--- src/rtl/icache.sv ---
// Direct-mapped one-word-line instruction cache between fetch and memory controller.
// Define ICACHE_STATS_EN to add hit_cnt/miss_cnt statistics outputs.
module icache #(
   parameter int IDX_W = 6
) (
   input  logic        clk,
   input  logic        rst,
   input  logic        rdy,
   input  logic        if_req,
   input  logic [31:0] if_addr,
   input  logic        flush,
   output logic        if_valid,
   output logic [31:0] if_instr,
   output logic        mc_req,
   output logic [31:0] mc_addr,
   input  logic        mc_valid,
   input  logic [31:0] mc_instr
`ifdef ICACHE_STATS_EN
   ,
   output logic [31:0] hit_cnt,
   output logic [31:0] miss_cnt
`endif
);

   localparam int DEPTH = 2 ** IDX_W;
   localparam int TAG_W = 30 - IDX_W;

   typedef enum logic [1:0] {
      IDLE,
      MISS,
      DRAIN
   } state_t;

   state_t state, state_nx;

   logic [DEPTH-1:0] vld;
   logic [TAG_W-1:0] tag_a  [DEPTH];
   logic [31:0]      data_a [DEPTH];
   logic [31:0]      addr_q;

   logic [IDX_W-1:0] rd_idx, wr_idx;
   logic [TAG_W-1:0] rd_tag, wr_tag;
   logic             lookup, hit;
   logic             fill, respond;

   assign rd_idx  = if_addr[IDX_W+1:2];
   assign rd_tag  = if_addr[31:IDX_W+2];
   assign wr_idx  = addr_q[IDX_W+1:2];
   assign wr_tag  = addr_q[31:IDX_W+2];
   assign lookup  = (state == IDLE) && if_req && !flush;
   assign hit     = vld[rd_idx] && (tag_a[rd_idx] == rd_tag);
   assign mc_addr = addr_q;

   always_ff @(posedge clk or negedge rst) begin
      if (!rst) begin
         state <= IDLE;
      end else if (rdy) begin
         state <= state_nx;
      end
   end

   always_comb begin
      state_nx = state;
      unique case (state)
         IDLE:  if (lookup && !hit) state_nx = MISS;
         MISS: begin
            if (mc_valid)   state_nx = IDLE;
            else if (flush) state_nx = DRAIN;
         end
         DRAIN: if (mc_valid) state_nx = IDLE;
         default: state_nx = IDLE;
      endcase
   end

   // Request drops in the completion cycle so the controller never re-arms.
   always_comb begin
      mc_req  = 1'b0;
      fill    = 1'b0;
      respond = 1'b0;
      unique case (state)
         IDLE: ;
         MISS: begin
            mc_req  = !mc_valid;
            fill    = mc_valid;
            respond = mc_valid && !flush;
         end
         DRAIN: begin
            mc_req = !mc_valid;
            fill   = mc_valid;
         end
         default: ;
      endcase
   end

   always_ff @(posedge clk or negedge rst) begin
      if (!rst) begin
         vld      <= '0;
         addr_q   <= '0;
         if_valid <= 1'b0;
         if_instr <= '0;
      end else if (rdy) begin
         if_valid <= 1'b0;
         if (lookup) begin
            addr_q <= if_addr;
            if (hit) begin
               if_valid <= 1'b1;
               if_instr <= data_a[rd_idx];
            end
         end
         if (fill) vld[wr_idx] <= 1'b1;
         if (respond) begin
            if_valid <= 1'b1;
            if_instr <= mc_instr;
         end
      end
   end

   // Tag/data storage needs no reset; the valid bits gate every use.
   always_ff @(posedge clk) begin
      if (rdy && fill) begin
         tag_a[wr_idx]  <= wr_tag;
         data_a[wr_idx] <= mc_instr;
      end
   end

`ifdef ICACHE_STATS_EN
   always_ff @(posedge clk or negedge rst) begin
      if (!rst) begin
         hit_cnt  <= '0;
         miss_cnt <= '0;
      end else if (rdy && lookup) begin
         if (hit) hit_cnt  <= hit_cnt + 32'd1;
         else     miss_cnt <= miss_cnt + 32'd1;
      end
   end
`endif

endmodule

--- config.mk ---
export PLATFORM = sky130hd
export DESIGN_NAME = icache
export DESIGN_NICKNAME = d
export VERILOG_FILES = /design/src/rtl/icache.sv
export SDC_FILE = /design/constraint.sdc
export NUM_CORES = 2
export LEC_CHECK = 0
export CAP_MARGIN = 30
export CORE_ASPECT_RATIO = 1.25
export CORE_MARGIN = 2
export CORE_UTILIZATION = 40
export CTS_BUF_LIST = sky130_fd_sc_hd__clkbuf_2
export CTS_CLUSTER_DIAMETER = 40
export DETAILED_ROUTE_END_ITERATION = 8
export PLACE_DENSITY = 0.56
export SYNTH_ARGS = -nofsm -noshare
export SYNTH_HDL_FRONTEND = slang
export SYNTH_SLANG_ARGS = --single-unit
--- constraint.sdc ---
create_clock -name clk -period 4.8 [get_ports clk]
set_input_delay 0.48 -clock clk [delete_from_list [all_inputs] [get_ports clk]]
set_output_delay 0.48 -clock clk [all_outputs]
set_load 0.01 [all_outputs]
==> impl_metrics.yaml <==
outcome:
  outcome: "finished, violations left"
  violations: "negative setup slack"
worst_setup_path:
  crit_required_ns: 6.95
  cpMostUsedCell: "dlygate4sd3_1"
  crit_type: "input pin to register"
  crit_chain: "dlygate4sd3_1, buf_8, dlygate4sd3_1, buf_12, buf_12, buf_4, buf_4, mux4_2, o211ai_1, nand4_1, mux2i_1, buf_4, xor2_1, o2111ai_1, dlygate4sd3_1, or4_4, buf_12, nand3_1, dlygate4sd3_1, nand3_1"
  startpoint_type: "input pin"
  reg2reg_from: "tag_a[19][20]"
  crit_path_max_incr_delay_ns: 0.65
  crit_slowest_cell: "xor2_1"
  worstReg2RegEnd: "if_instr[19]"
  rr_worst_depth: 14
  critPathMaxFanout: 56
  r2r_setup_slack_ns: 0.11
  end_kind: "register"
  cp.arrival_ns: 6.99
sta:
  max_freq_mhz: 206.7
  totalNegativeSetupSlack_ns: -0.1049
  slew_headroom: 0.3208
  setup_ws_ns: -0.03733
  grt_setup_unrepaired: "no"
  setup_violations: 4
  slew_violations: 0
  finalCritPeriodShare: 1.008
  period_minus_slack_ns: 4.837
  finalClockSkew_ns: 0.1922
  hold_viol: 0
  max_slew.worst_pin.slew_ns: 1.016
pwr:
  ir_worst_vdd_mv: 0.4086
  p_per_area_nw_per_um2: 399.5
  p_leak_nw: 55.22
clock_tree:
  cts_tree: "built"
  cts.sinks: 3715
  ctsHtreeMaxLevel: 6
  cts_made_buffers: 891
  cts_buffer_depth: 4
  clk_pin_slew_worst_paths_ns: 0.09
  cts_root_buf: "clkbuf_2"
  insertion_delay_ns: 2.31
global_route:
  track_usage: 0.2567
  grt_antenna_before_repair: 27
  grt_max_degree: 107
  grt_pass1_vias: 78710
  grt_overflow: 0
  grt_pass1_wl_microns: 641000
worst_hold_path:
  min_from: "if_addr[24]"
  whs_path_depth: 4
  min_to: "mc_addr[24]"
  hp-class: "input pin to register"
die:
  core_area_sq_um: 356500
  die_w_microns: 539.3
  die_y_microns: 673.1
  start_util: 0.4019
  dieArea_sq_um: 363000
  ioPinCount: 136
  fp-row-count: 245
cells_and_area:
  layout_commonest_cell: "edfxtp_1"
  synthToLayoutAreaGrowth_pct: 16.54
  final_cells: 13190
  n_fill_cell: 30140
  fin_area_sq_um: 167000
  drive_above_1_share: 0.3828
  mostFrequentLayoutCells: "edfxtp_1 (3,584), clkbuf_2 (1,311), mux4_2 (993)"
  finish.net_count: 7877
yosys:
  synthArstFlopShare: 0.03526
  yosysUniqueCellTypes: 68
  yosys_warnings: 0
  synthFlopType: "edfxtp_1"
  syn-instance-count: 6318
  ys_seq_area_frac: 0.7740
  synth-seq-cells: 3715
  synth-edff-count: 3584
  netlist_area_sq_um: 143300
  avgSynthCellArea_sq_um: 22.68
  synth_nets: 6391
route:
  drt-wirelength-per-cell_microns: 35.84
  vias_per_cell: 5.967
  drtIter0Drc: 10590
  wl_microns: 472800
  detail-route-antenna-nets: 0
  firstDrtPassIters: 6
  via_count: 78730
  remaining_drc_errors: 0
flow_run:
  max_cap_viol_count: 0
place:
  dpl_cell_area_sq_um: 155800
  post-dp-hpwl_microns: 259100
  place.gp.congestion: 0.8354
  io_buffers: 135
  dp_cells: 11360
repair_timing:
| action | in CTS | in global routing |
|---|---|---|
| endpoints found under the hold margin | 3339 | 0 |
| setup endpoints to repair | 3 | 2 |
| resized for setup | 3 | 6 |
| cloned | 0 | 1 |
| buffers inserted | 0 | 0 |
| hold buffers | 243 | 0 |
| pin swaps | 0 | 0 |
layer usage:
| metal | part of all wire | wire (microns) | track usage | up-vias |
|---|---|---|---|---|
| li1 | - | - | - | 30520 |
| met1 | 0.38 | 181200 | 0.3442 | 42730 |
| met2 | 0.49 | 233400 | 0.4252 | 4631 |
| met3 | 0.087 | 41030 | 0.04156 | 846 |
| met4 | 0.036 | 17150 | 0.09242 | 8 |
| met5 | 0.000097 | 46 | 0 | - |
worst max-delay path by stage:
stage / from / endpoint / cells after the start / slack [ns]
after detailed placement: if_addr[2] / if_instr[13] / 14 / -0.57
after global routing: tag_a[39][5] / if_instr[1] / 14 / 0.01
after floorplan: if_addr[2] / if_instr[0] / 16 / 0.36
after CTS: mc_addr[18] / mc_addr[18] / 1 / 0.01
after global placement: if_addr[2] / if_instr[5] / 14 / -0.53
final: if_addr[3] / if_instr[19] / 20 / -0.04
cells in the mapped netlist (8+ instances only):
| library cell | instances | area (sq um) |
|---|---|---|
| a211oi_1 | 10 | 75.07 |
| a21oi_1 | 30 | 150.1 |
| a221oi_1 | 14 | 122.6 |
| a22o_1 | 8 | 70.07 |
| a22oi_1 | 73 | 548.0 |
| a31oi_1 | 45 | 281.5 |
| and2_1 | 14 | 87.58 |
| and3_1 | 11 | 68.82 |
| buf_1 | 69 | 259.0 |
| buf_2 | 72 | 360.4 |
| buf_4 | 30 | 225.2 |
| buf_6 | 19 | 214.0 |
| clkbuf_1 | 163 | 611.8 |
| dfrtp_1 | 131 | 3278 |
| edfxtp_1 | 3584 | 107600 |
| inv_1 | 13 | 48.80 |
| mux2_2 | 50 | 563.0 |
| mux2i_1 | 207 | 2072 |
| mux4_2 | 993 | 22360 |
| nand2_1 | 137 | 514.2 |
| nand2b_1 | 10 | 62.56 |
| nand3_1 | 119 | 595.6 |
| nand4_1 | 17 | 106.4 |
| nor2_1 | 126 | 473.0 |
| nor2b_1 | 22 | 137.6 |
| nor3_1 | 27 | 135.1 |
| nor4_1 | 17 | 106.4 |
| o211ai_1 | 14 | 105.1 |
| o21ai_0 | 70 | 350.3 |
| o22ai_1 | 23 | 143.9 |
| or2_2 | 66 | 412.9 |
| or4_1 | 32 | 240.2 |
| xor2_1 | 8 | 70.07 |
critical path: cells and delay by family:
family / cells / cell delay (ns)
XOR/XNOR: 1 / 0.65
multiplexers: 2 / 0.76
buffers and inverters: 11 / 3.71
AO/OA/AOI/OAI: 2 / 0.43
AND/OR/NAND/NOR: 4 / 0.82
state kept, by name (all words and copies together), names as in the netlist:
name / count
mc_addr: 32
data_a: 2048
tag_a: 1536
if_instr: 32
if_valid: 1
state: 2
vld: 64
area by class of cell:
type / instances / area (sq um) / area share
tap: 4693 / 5872 / 0.03516
inverter: 15 / 66.31 / 0.0003971
clock inverter: 269 / 1588 / 0.009509
sequential: 3715 / 110900 / 0.6644
timing repair buffer: 948 / 10750 / 0.06438
multi-input combinational: 2233 / 31180 / 0.1867
antenna: 10 / 25.02 / 0.0001499
clock buffer: 1311 / 6561 / 0.03929
stage by stage:
| stage | hold slack [ns] | total power [mW] | setup slack [ns] | util |
|---|---|---|---|---|
| after floorplan | 0.1844 | 42.56 | 0.3629 | - |
| after global placement | 0.4454 | 45.86 | -0.5283 | 0.4369 |
| after detailed placement | 0.4498 | 46.15 | -0.5705 | 0.4371 |
| after CTS | 0.005255 | 67.15 | 0.01221 | 0.4679 |
| after global routing | 0.1374 | 69.24 | 0.009918 | 0.4683 |
| final | 0.2721 | 66.72 | -0.03733 | 0.4684 |
power by group:
group | total, mW | switching [mW] | internal (mW)
logic | 7.09 | 4.58 | 2.51
registers | 38.7 | 0.558 | 38.1
clock network | 21.0 | 12.8 | 8.22
total | 66.7 | 17.9 | 48.8
logic make-up (layout without fill, tap and decap cells):
kind of cell    Yosys count  count (layout)  synth area share
xor+xnor                 12              12         0.0007335
flops                  3715            3715            0.7740
mux                    1250            1250            0.1745
compound gates          338             338           0.01606
fa+ha+maj                 3               3         0.0002620
buf+inv                 370            2543           0.01212
other cells               0              10                 0
simple gates            630             630           0.02235
(Power assumes the default switching activity.)
